$ cat src/rtl/tdm_demux_12.sv
// Twelve-slot time-division demultiplexer: hunts for the slot-0 frame marker,
// assembles 12 serial slot bits and presents each complete frame in parallel.
module tdm_demux_12 (
  input  logic        clk,
  input  logic        rst,
  input  logic        din,
  input  logic        en,
  input  logic        sync,
  output logic [11:0] o,
  output logic        valid,
  output logic [3:0]  slot,
  output logic        locked,
  output logic        err,
  output logic [7:0]  frm_cnt
);

  typedef enum logic {
    HUNT = 1'b0,
    RUN  = 1'b1
  } state_t;

  localparam logic [3:0] LAST_SLOT = 4'd11;

  state_t      state;
  logic [11:0] asm_buf;

  // NOTE: every register here is state, so all assignments are non-blocking;
  // the pulse outputs default low at the top of the block and are only
  // raised by the branch that owns the event.
  always_ff @(posedge clk) begin
    valid <= 1'b0;
    err   <= 1'b0;
    if (rst) begin
      state   <= HUNT;
      asm_buf <= '0;
      o       <= '0;
      slot    <= '0;
      locked  <= 1'b0;
      frm_cnt <= '0;
    end else if (en) begin
      unique case (state)
        HUNT: begin
          if (sync) begin
            asm_buf[0] <= din;
            slot       <= 4'd1;
            state      <= RUN;
            locked     <= 1'b1;
          end
        end

        RUN: begin
          if (sync) begin
            // A marker anywhere but slot 0 drops the partial frame and
            // realigns on this bit immediately.
            err        <= (slot != 4'd0);
            asm_buf[0] <= din;
            slot       <= 4'd1;
          end else if (slot == 4'd0 || slot > LAST_SLOT) begin
            err    <= 1'b1;
            slot   <= 4'd0;
            state  <= HUNT;
            locked <= 1'b0;
          end else if (slot == LAST_SLOT) begin
            o       <= {din, asm_buf[10:0]};
            valid   <= 1'b1;
            frm_cnt <= frm_cnt + 8'd1;
            slot    <= 4'd0;
          end else begin
            asm_buf[slot] <= din;
            slot          <= slot + 4'd1;
          end
        end

        default: begin
          state  <= HUNT;
          locked <= 1'b0;
          slot   <= 4'd0;
        end
      endcase
    end
  end

endmodule

$ cat config.mk
export PLATFORM = sky130hd
export DESIGN_NAME = tdm_demux_12
export DESIGN_NICKNAME = d
export VERILOG_FILES = /design/src/rtl/tdm_demux_12.sv
export SDC_FILE = /design/constraint.sdc
export NUM_CORES = 1
export LEC_CHECK = 0
export CAP_MARGIN = 0
export CORE_UTILIZATION = 40
export DETAILED_ROUTE_END_ITERATION = 10
export HOLD_SLACK_MARGIN = 0.15
export PLACE_DENSITY_LB_ADDON = 0.3
export SLEW_MARGIN = 20
export SYNTH_ARGS = -nofsm -noshare
export SYNTH_HDL_FRONTEND = slang
export SYNTH_SLANG_ARGS = --single-unit
$ cat constraint.sdc
create_clock -name clk -period 1.8 [get_ports clk]
set_clock_uncertainty 0.1 [all_clocks]
set_input_delay 0.45 -clock clk [delete_from_list [all_inputs] [get_ports clk]]
set_output_delay 0.45 -clock clk [all_outputs]
set_load 0.05 [all_outputs]
# Yosys cells after proc, flatten, opt, wreduce, memory -nomap -nowiden
# Index checks and enable logic that the tools add are counted.
dict set report totals {
  register_bits 40
  inputBits 5
  out_inout_bits 27
  word_cells 60
}
dict set report classes {
  addsub 2
  order_cmp 3
  n_eq_ne 6
  muxes 24
  n_bitwise 5
  n_reduce_logical 11
}
# op count
set op_table {}
lappend op_table {{two-way mux 4 bit} 4}
lappend op_table {{two-way mux 1 bit} 14}
lappend op_table {{bitwise mux 12 bit} 1}
lappend op_table {{AND reduction 5 bit} 2}
lappend op_table {{adder 8 x 1 -> 8 bit (second input constant)} 1}
lappend op_table {{one-hot mux 4 bit (2 select lines)} 1}
lappend op_table {{AND reduction 4 bit} 2}
lappend op_table {{!= test 3 bit (second input constant)} 2}
lappend op_table {{one-hot mux 1 bit (2 select lines)} 3}
lappend op_table {{< comparator 4 x 5 -> 1 bit (second input constant)} 1}
lappend op_table {{inverter 1 bit} 5}
lappend op_table {{OR reduction 5 bit} 1}
lappend op_table {{adder 4 x 1 -> 4 bit (second input constant)} 1}
lappend op_table {{demux 1 bit (select 4 bit)} 1}
lappend op_table {{== test 4 bit (second input constant)} 1}
lappend op_table {{>= comparator 4 x 1 -> 1 bit (second input constant)} 1}
lappend op_table {{> comparator 4 bit (second input constant)} 1}
lappend op_table {{logical NOT 4 bit} 1}
lappend op_table {{!= test 2 bit (second input constant)} 2}
lappend op_table {{nonzero test 4 bit} 1}
lappend op_table {{OR reduction 3 bit} 1}
lappend op_table {{!= test 2 x 1 -> 1 bit (second input constant)} 1}
lappend op_table {{AND reduction 2 bit} 1}
lappend op_table {{logical AND 1 bit} 1}
lappend op_table {{logical OR 1 bit} 1}

# Depth between registers and ports, before layout
dict set report logic_depth {
  ltp_word 9
  ltp_mapped 6
  ltp_nobuf 5
}

# Worst setup path before layout
# Ideal clock, no wire load.
dict set report synth_timing {
  path_type {flip-flop to flip-flop}
  start {register slot[1]}
  end {register frm_cnt[6]}
  setup_time_ns 0.121
  arrival_time_ns 1.883
  required_ns 1.579
  path_slack_ns -0.304
  path_stages_with_launch 6
  n_path_buf 1
  synth_period_minus_slack_ns 2.104
  path_cell_list {dfxtp_1 > ha_1 > nand2_1 > clkbuf_1 > nor4_1 > mux2_2}
}
dict set report synth_between {
  elab_chain_len 4
  elab_cells_between_ends 6
  cone_classes {order compare: 1; eq/ne: 1; bitwise: 1; reduce/logical: 3}
}
# item line
set synth_lines {}
lappend synth_lines {{start: declaration} 11} ;# output logic [3:0] slot,
lappend synth_lines {{start signal: assignment} 70} ;# slot <= slot + 4'd1;
lappend synth_lines {{> comparator 4 bit / logical NOT 4 bit (equally long branches)} 58} ;# end else if (slot == 4'd0 || slot > LAST_SLOT) begin
lappend synth_lines {{logical OR 1 bit} 58}
lappend synth_lines {{inverter 1 bit (no line)} --}
lappend synth_lines {{AND reduction 5 bit (no line) (*)} --}
lappend synth_lines {{end signal: assignment} 66} ;# frm_cnt <= frm_cnt + 8'd1;
lappend synth_lines {{end: declaration} 14} ;# output logic [7:0] frm_cnt
# Mark *: on every way between the ends. The rest lies on a longest branch, timed or not.
# A chain may end at the register's enable or synchronous reset.

# Worst setup path in the final report
dict set report layout_timing {
  start {register slot[0]}
  end {register frm_cnt[7]}
}
# The elaborated chain is that of the path after synthesis.

==> metrics.txt <==
outcome=completed; Comb power frac=about 7.7%; CTS tree=done; Worst-Margin Slew=between 300 and 400 ps; DRT iter0 DRCs=114; layout cells sized above 1=around 28%; Mapped Area=0.001846 mm^2; Sequential Power Share=between 40% and 50%; critical path peak fanout=9; Synth area leader=dfxtp_1; Post-DP HPWL=between 3000 and 4000 um; Switching Share=a little over a fifth; unrepaired setup endpoints after global routing=no; Antenna Nets Post-Route=0; GPL Wtd Cong=0.8569; fillers=about 390; pin count of the biggest net entering global routing=25; Die Wd=between 60 and 70 um; area delta synth->final=40.88%; final setup fails=0; warnings from Yosys=0; max_slew headroom=approximately three quarters; Max Cap Viol=0; vias in the first global route=~1600; Critical path origin=slot[0]$_SDFFE_PP0P_; #FFs+latches synth=39; Rows=24; Die H=about 70 um; worst hold path type=reg -> reg; CTS max path bufs=2; most frequent cells in the layout=35 x dfxtp_1, 35 x buf_4, 26 x nand3_1, 23 x a21oi_1, 17 x o21ai_0; fin crit share=between 90% and 100%; CTS root buffer=clkbuf_8; post-route minimum period=approximately 1600 ps; Num CTS Buffers=5; CP startpoint kind=flip-flop; Worst Setup End Kind=flip-flop; fmax=about 0.6 GHz; fraction of the yosys area taken by sequential cells=42.31%; Pins Over Slew Limit=0; IO Port Bufs=31; Cells after DPL=between 300 and 400; wire per inst=14.94 um; GRT Overall Usage=between 15 and 20%; DRC=0; hold_buf cts=0; Reg2Reg Launch Point=slot[0]$_SDFFE_PP0P_; Peak supply drop=~0.00040 V; Slowest Stage Delay on Critical Path=400 ps; Core ar.=around 0.0044 mm^2; # clock sinks=39; total wire length=roughly 4600 um; CP max-delay cell=dfxtp_4; crit path kind=reg -> reg; IO Pins=32; Worst Path Required=roughly 1900 ps; hold slack=about 370 ps; n_diodes=0; Worst EP arrival=~1700 ps; post-synthesis cell type count=35; Clk pwr share=44.3%; die area=approximately 0.005 mm^2; hold path start=asm_buf[9]$_SDFFE_PP0P_; CTS HTree Levels=2; Tot Pwr=between 1.5 and 2 mW; GRT overflow=0; synthesized net count=224; clk_lat worst skew=~290 ps; vias per cell=between 5 and 6; Reg clk slew, reported paths=around 80 ps; initial antenna violation count=0; Final Hold Violating Endpoints=0; switching pwr=roughly 400 uW; first-pass GRT wire length=~7500 um; top-area cell type share of the netlist area=42.31%; Vias=approximately 1700; Syn Area/Cell=8.624 um^2; leakage=slightly above 1 nW; power density cells=701.8 mW/mm^2; synth top area cells=dfxtp_1 42%, nand3_1 7.1%, a21oi_1 6.2%; post-route insts no fill=between 300 and 400; Mapped Cells=214; worst-path cell chain=ha_1, nand2_2, nor4_4, mux2_2; nets=~270; Cell Int Power=roughly 1.4 mW; Initial Util=between 40% and 50%; DRT Pass-1 Iters=4
cell usage after synthesis (all sizes together):
| library cell | instances |
|---|---|
| nor2b | 5 |
| or3b | 1 |
| o32ai | 1 |
| ha | 5 |
| and2 | 1 |
| nor3 | 3 |
| a21oi | 23 |
| a21boi | 1 |
| o21ai | 17 |
| o31ai | 5 |
| nand3 | 26 |
| nor4 | 3 |
| nand2 | 10 |
| clkbuf | 13 |
| nand4b | 1 |
| nand4bb | 1 |
| o21a | 2 |
| a32oi | 1 |
| nand2b | 11 |
| nand4 | 3 |
| and3b | 1 |
| buf | 6 |
| or4 | 5 |
| a31oi | 3 |
| or3 | 2 |
| and4 | 1 |
| dfxtp | 39 |
| and4bb | 1 |
| nand3b | 2 |
| mux2i | 7 |
| inv | 5 |
| o22ai | 1 |
| nor2 | 5 |
| mux2 | 3 |
power groups by stage:
stage	Clock [mW]	Combinational (mW)	Sequential, mW
finish	0.808	0.140	0.876
global route	0.853	0.150	0.877
CTS	0.821	0.136	0.875
detailed placement	0	0.135	0.895
global placement	0	0.133	0.895
floorplan	0	0.0643	0.904
per-stage QoR:
step / util (%) / worst slack, ps / setup TNS, ps / area [um^2]
final: 59.30 / 175.1 / 0 / 2600
after floorplan: - / -34.70 / -34.70 / 1856
after CTS: 58.39 / -5.278 / -5.278 / 2560
after global routing: 59.30 / 100.4 / 0 / 2600
after global placement: 55.19 / -310.0 / -6408 / 2420
after detailed placement: 55.19 / -328.6 / -7229 / 2420
per-layer routing:
layer	global-route usage [%]	part of all wire, %	vias up
met5	0	0	-
met4	6.889	1.1	0
met3	5.483	4.2	5
met2	30.66	50	42
met1	25.02	45	828
li1	-	-	855
cell type report:
cell class              count  area, um^2  area share, %
clock buffers               7       97.59          3.754
clock inverters             1       30.03          1.155
inverters                   5       18.77         0.7218
multi-input cells         152       998.5          38.40
flip-flops and latches     39       790.8          30.41
well taps                  52       65.06          2.502
repair buffers             54       599.3          23.05
what timing repair did:
action,CTS,global route
pin swaps,0,3
gates resized for setup,2,6
setup buffers,0,0
cloned,0,1
setup endpoints to repair,1,12
critical path: cells and delay by family, from the launching register on:
kind	cells	cell delay (ps)
AND/OR/NAND/NOR	2	470
flip-flops	1	400
adder cells (fa/ha/maj)	1	190
multiplexers	1	360
sequential cells by signal, summed over array words and instances (netlist names):
name,cells
valid,1
asm_buf,11
err,1
o,12
frm_cnt,8
state,1
slot,4
locked,1
worst paths after layout:
check	slack (ps)	cells past startpoint	to
worst min register to register	370	2	o[9]$_SDFFE_PP0P_
worst max-delay path	180	4	frm_cnt[7]$_SDFFE_PP0P_
worst min-delay path	370	2	o[9]$_SDFFE_PP0P_
worst max register to register	180	4	frm_cnt[7]$_SDFFE_PP0P_
logic make-up after synthesis:
group	share of synthesized area, %
DFF	42.31
muxes	5.627
adders and majority gates	3.390
AOI/OAI and AO/OA	16.41
buffers and inverters	5.966
and+or+nand+nor	26.31
No activity file was read; power rests on OpenSTA's default activity.
